[src/rtl/seq_mac_multiplier.sv]
// rtl/seq_mac_multiplier.sv - sequential shift-add multiplier with early exit and accumulator
module seq_mac_multiplier #(
  parameter int A_W   = 8,
  parameter int B_W   = 8,
  parameter int ACC_W = 20
) (
  input  logic                 clk,
  input  logic                 rst,
  input  logic                 start,
  input  logic                 signed_mode,
  input  logic                 accumulate,
  input  logic                 clear_acc,
  input  logic [A_W-1:0]       multiplicand,
  input  logic [B_W-1:0]       multiplier,
  output logic                 busy,
  output logic                 done,
  output logic [A_W+B_W-1:0]   product,
  output logic [ACC_W-1:0]     acc,
  output logic                 overflow
);

  localparam int P_W   = A_W + B_W;
  localparam int CNT_W = $clog2(B_W + 1);
  localparam logic [CNT_W-1:0] CNT_MAX  = CNT_W'(B_W);
  localparam logic [CNT_W-1:0] CNT_LAST = CNT_W'(B_W - 1);

  typedef enum logic [1:0] {
    S_IDLE,
    S_CALC,
    S_FINISH
  } state_t;

  state_t           state;
  state_t           state_nxt;
  logic             load;
  logic             step;
  logic             finish;

  logic [P_W-1:0]   acc_reg;
  logic [P_W-1:0]   mcand_reg;
  logic [B_W-1:0]   mreg;
  logic [CNT_W-1:0] count;
  logic             signed_q;
  logic             accum_q;

  logic [ACC_W-1:0] ext;
  logic [ACC_W:0]   add_full;
  logic             add_ovf;

  // State register
  always_ff @(posedge clk) begin
    if (rst) begin
      state <= S_IDLE;
    end else begin
      state <= state_nxt;
    end
  end

  // Next-state decode; CALC exits once no set multiplier bits remain
  always_comb begin
    state_nxt = state;
    load      = 1'b0;
    step      = 1'b0;
    finish    = 1'b0;
    busy      = (state != S_IDLE);
    case (state)
      S_IDLE: begin
        if (start) begin
          load      = 1'b1;
          state_nxt = S_CALC;
        end
      end
      S_CALC: begin
        if ((mreg == '0) || (count == CNT_MAX)) begin
          state_nxt = S_FINISH;
        end else begin
          step = 1'b1;
        end
      end
      S_FINISH: begin
        finish    = 1'b1;
        state_nxt = S_IDLE;
      end
      default: begin
        state_nxt = S_IDLE;
      end
    endcase
  end

  // Accumulator add and overflow detection for the finishing result
  always_comb begin
    ext      = signed_q ? ACC_W'($signed(acc_reg)) : ACC_W'(acc_reg);
    add_full = {1'b0, acc} + {1'b0, ext};
    if (signed_q) begin
      add_ovf = (acc[ACC_W-1] == ext[ACC_W-1]) && (add_full[ACC_W-1] != acc[ACC_W-1]);
    end else begin
      add_ovf = add_full[ACC_W];
    end
  end

  // Datapath: operand capture, shift-add steps, result and accumulator update
  always_ff @(posedge clk) begin
    if (rst) begin
      acc_reg   <= '0;
      mcand_reg <= '0;
      mreg      <= '0;
      count     <= '0;
      signed_q  <= 1'b0;
      accum_q   <= 1'b0;
      product   <= '0;
      acc       <= '0;
      overflow  <= 1'b0;
      done      <= 1'b0;
    end else begin
      done <= finish;
      if (load) begin
        acc_reg   <= '0;
        mcand_reg <= signed_mode ? P_W'($signed(multiplicand)) : P_W'(multiplicand);
        mreg      <= multiplier;
        count     <= '0;
        signed_q  <= signed_mode;
        accum_q   <= accumulate;
      end
      if (step) begin
        if (mreg[0]) begin
          // The top multiplier bit carries negative weight in two's complement
          if (signed_q && (count == CNT_LAST)) begin
            acc_reg <= acc_reg - mcand_reg;
          end else begin
            acc_reg <= acc_reg + mcand_reg;
          end
        end
        mcand_reg <= mcand_reg << 1;
        mreg      <= mreg >> 1;
        count     <= count + CNT_W'(1);
      end
      if (finish) begin
        product <= acc_reg;
        if (accum_q) begin
          acc      <= add_full[ACC_W-1:0];
          overflow <= overflow | add_ovf;
        end else begin
          acc <= ext;
        end
      end
      // Clear takes precedence over a coincident accumulator update
      if (clear_acc) begin
        acc      <= '0;
        overflow <= 1'b0;
      end
    end
  end

endmodule
[config.mk]
export PLATFORM = sky130hd
export DESIGN_NAME = seq_mac_multiplier
export DESIGN_NICKNAME = d
export VERILOG_FILES = /design/src/rtl/seq_mac_multiplier.sv
export SDC_FILE = /design/constraint.sdc
export NUM_CORES = 1
export LEC_CHECK = 0
export CAP_MARGIN = 20
export CELL_PAD_IN_SITES_DETAIL_PLACEMENT = 0
export CELL_PAD_IN_SITES_GLOBAL_PLACEMENT = 2
export CORE_MARGIN = 2
export CORE_UTILIZATION = 36
export DETAILED_ROUTE_END_ITERATION = 10
export PLACE_DENSITY_LB_ADDON = 0.1
export REMOVE_ABC_BUFFERS = 1
export SKIP_CTS_REPAIR_TIMING = 1
export SLEW_MARGIN = 30
export SYNTH_ARGS = -nofsm -noshare
export SYNTH_HDL_FRONTEND = slang
export SYNTH_SLANG_ARGS = --single-unit
[constraint.sdc]
create_clock -name clk -period 8.5 [get_ports clk]
set_input_delay 2.125 -clock clk [delete_from_list [all_inputs] [get_ports clk]]
set_output_delay 2.125 -clock clk [all_outputs]
set_load 0.01 [all_outputs]
==> impl_metrics.tcl <==
set metrics [dict create \
    ios 61 \
    fin_setup_tns_ns 0 \
    final_hold_viol_count 0 \
    grt_pass1_vias 4693 \
    grt.total_usage_pct 18.0 \
    routed_via_density 5.40 \
    start_kind "flip-flop" \
    synth.cell_area_um2 5350 \
    p_leak_uw 0.00239 \
    fmax_ghz 0.283 \
    dp_cells 898 \
    drv_cap 0 \
    dr_total_vias 4927 \
    place_congestion 0.858 \
    avgSynthCellArea_um2 7.81 \
    clkSlewWorstSetupHoldPaths_ns 0.06 \
    clock_sinks 86 \
    maxSlewHeadroom_pct 50.0 \
    grt.overflow.total 0 \
    synth_cells 685 \
    wl_per_cell_um 15.1 \
    hold-worst-slack_ns 0.452 \
    numPortBuffers 60 \
    async_reset_ff_share_pct 0 \
    drv_slew 0 \
    status "completed" \
    final_cells 912 \
    holdCritPathClass "flip-flop to flip-flop" \
    rsz0062_at_grt "no" \
    cts_buffer_depth 2 \
    power_density_nw_per_um2 195 \
    largest_reg_flops 36 \
    antenna_found_initial 0 \
    synthFlopType "dfxtp_1" \
    insertion_delay_ns 0.34 \
    clock_skew_ns 0.00801 \
    ys.warnings.count 0 \
    layout.cells.most_common_list "96 x nand2_1, 86 x dfxtp_1, 71 x a21oi_1, 70 x nor2_1, 59 x clkdlybuf4s50_1" \
    synth_seq_cells 86 \
    htree_levels 3 \
    core_um2 14500 \
    comb_power_share_pct 31.1 \
    cts_tree "yes" \
    die_area_um2 15900 \
    place_hpwl_um 9840 \
    wl_um 13800 \
    vdd_drop_max_mv 0.0855 \
    drc_errors 0 \
    p_sw_share_pct 33.8 \
    numCtsBuffers 9 \
    p_clk_share_pct 31.0 \
    antenna_cells 0 \
    drt_pass1_iterations 4 \
    area_growth_syn_to_layout_pct 19.1 \
    die_h_um 126 \
    arrival_ns 1.41 \
    fillerInstances 1455 \
    ys_seq_area_share_pct 32.2 \
    die_w_um 126 \
    p_int_uw 824 \
    ant_nets 0 \
    post-route-min-period_ns 3.53 \
    p_sw_uw 420 \
    pwr-share-seq_pct 37.9 \
    final_common_cell "nand2_1" \
    fin_nets 787 \
    grt_max_degree 53 \
    drive_gt1_share_pct 5.63 \
    core.rowCount 44 \
    initial_core_util_pct 36.8 \
    cp.required_ns 6.38 \
    setup_violations 0 \
    drtIter0Drc 240 \
    crit_path_end_kind "primary output" \
    p_total_uw 1240 \
    timing.final.crit_share_pct 41.5 \
    clockRootBuffer "clkbuf_16" \
    worst_slew_pin_slew_ns 0.747 \
    ys_types 53 \
    synth_edf_count 0 \
    worstPathMaxFanout 4 \
    path_class "flip-flop to primary output" \
    design_area_um2 6370 \
    grt_pass1_wl_um 23300 \
    dpl_cell_area_um2 6100 \
]
## worst max-delay path, cell delays in order, from the launching register on
cell and delay [ns]:
dfxtp_1 0.40, nor2_1 0.09, inv_1 0.05, clkdlybuf4s50_1 0.52
## final cells by class
class | count | area [um^2] | area share (%)
Sequential cell | 86 | 1720 | 27.0
Tap cell | 184 | 230 | 3.61
Timing Repair Buffer | 67 | 648 | 10.2
Inverter | 22 | 82.6 | 1.30
Clock buffer | 9 | 225 | 3.53
Clock inverter | 5 | 52.6 | 0.824
Multi-Input combinational cell | 539 | 3410 | 53.6
## cell usage after synthesis, types with 3 or more instances
| library cell | count | area, um^2 |
|---|---|---|
| a211oi_1 | 15 | 113 |
| a211oi_2 | 3 | 37.5 |
| a21o_1 | 7 | 52.6 |
| a21oi_1 | 71 | 355 |
| a311oi_1 | 15 | 131 |
| a31oi_1 | 14 | 87.6 |
| and2_1 | 3 | 18.8 |
| and3_1 | 5 | 31.3 |
| buf_1 | 8 | 30.0 |
| clkbuf_1 | 30 | 113 |
| dfxtp_1 | 86 | 1720 |
| ha_1 | 38 | 475 |
| inv_1 | 22 | 82.6 |
| mux2i_1 | 13 | 130 |
| nand2_1 | 96 | 360 |
| nand2b_1 | 4 | 25.0 |
| nand3_1 | 22 | 110 |
| nand3b_1 | 3 | 22.5 |
| nand4b_1 | 3 | 26.3 |
| nor2_1 | 70 | 263 |
| nor2b_1 | 7 | 43.8 |
| nor3_1 | 14 | 70.1 |
| nor4_1 | 8 | 50.1 |
| o211ai_1 | 7 | 52.6 |
| o21a_1 | 7 | 52.6 |
| o21ai_0 | 25 | 125 |
| o21ai_1 | 7 | 35.0 |
| o21ai_2 | 3 | 26.3 |
| o21bai_1 | 5 | 37.5 |
| o31a_1 | 3 | 26.3 |
| o31ai_1 | 5 | 37.5 |
| or2_2 | 4 | 25.0 |
| or3_1 | 5 | 31.3 |
| xnor2_1 | 29 | 254 |
| xor2_1 | 6 | 52.6 |
## through the flow
| step | setup slack [ns] | utilization, % |
|---|---|---|
| after floorplan | 5.11 | - |
| after CTS | 4.93 | 43.9 |
| after global routing | 4.73 | 43.9 |
| final | 4.97 | 43.9 |
| after global placement | 4.85 | 41.9 |
| after detailed placement | 4.79 | 41.9 |
## kinds of logic after synthesis
| kind of cell | Yosys count | share of synthesized area [%] |
|---|---|---|
| buffers and inverters | 60 | 4.21 |
| DFF | 86 | 32.2 |
| AOI/OAI and AO/OA | 200 | 24.7 |
| xor gates and xnor gates | 35 | 5.73 |
| muxes | 13 | 2.43 |
| and+or+nand+nor | 251 | 21.1 |
| adders and majority gates | 40 | 9.64 |
## power groups by stage
stage | Combinational, uW | Clock, uW | Sequential (uW)
2_1_floorplan | 294 | 0 | 472
3_3_place_gp | 385 | 0 | 479
3_5_place_dp | 391 | 0 | 480
4_1_cts | 392 | 400 | 471
5_1_grt | 442 | 417 | 477
6_report | 387 | 385 | 471
## per-layer routing
| layer | track usage (%) | vias to the layer above | wire [um] | share of wire [%] |
|---|---|---|---|---|
| met2 | 29.3 | 81 | 6320 | 46 |
| met1 | 24.2 | 2298 | 6850 | 50 |
| met3 | 3.19 | 11 | 465 | 3.4 |
| li1 | - | 2537 | - | - |
| met4 | 5.75 | 0 | 135 | 0.98 |
| met5 | 0 | - | 0 | 0 |
## final timing paths
kind                                start                      end  slack [ns]  cells after the start
hold / removal    product[1]$_SDFFE_PP0P_  product[1]$_SDFFE_PP0P_        0.45                      2
hold reg to reg   product[1]$_SDFFE_PP0P_  product[1]$_SDFFE_PP0P_        0.45                      2
setup reg to reg    count[0]$_SDFFE_PP0P_   acc_reg[13]$_SDFF_PP0_        5.06                     14
setup / recovery    state[0]$_SDFFE_PP0P_                     busy        4.97                      3
Note: power is estimated with default switching activity, not from simulation.
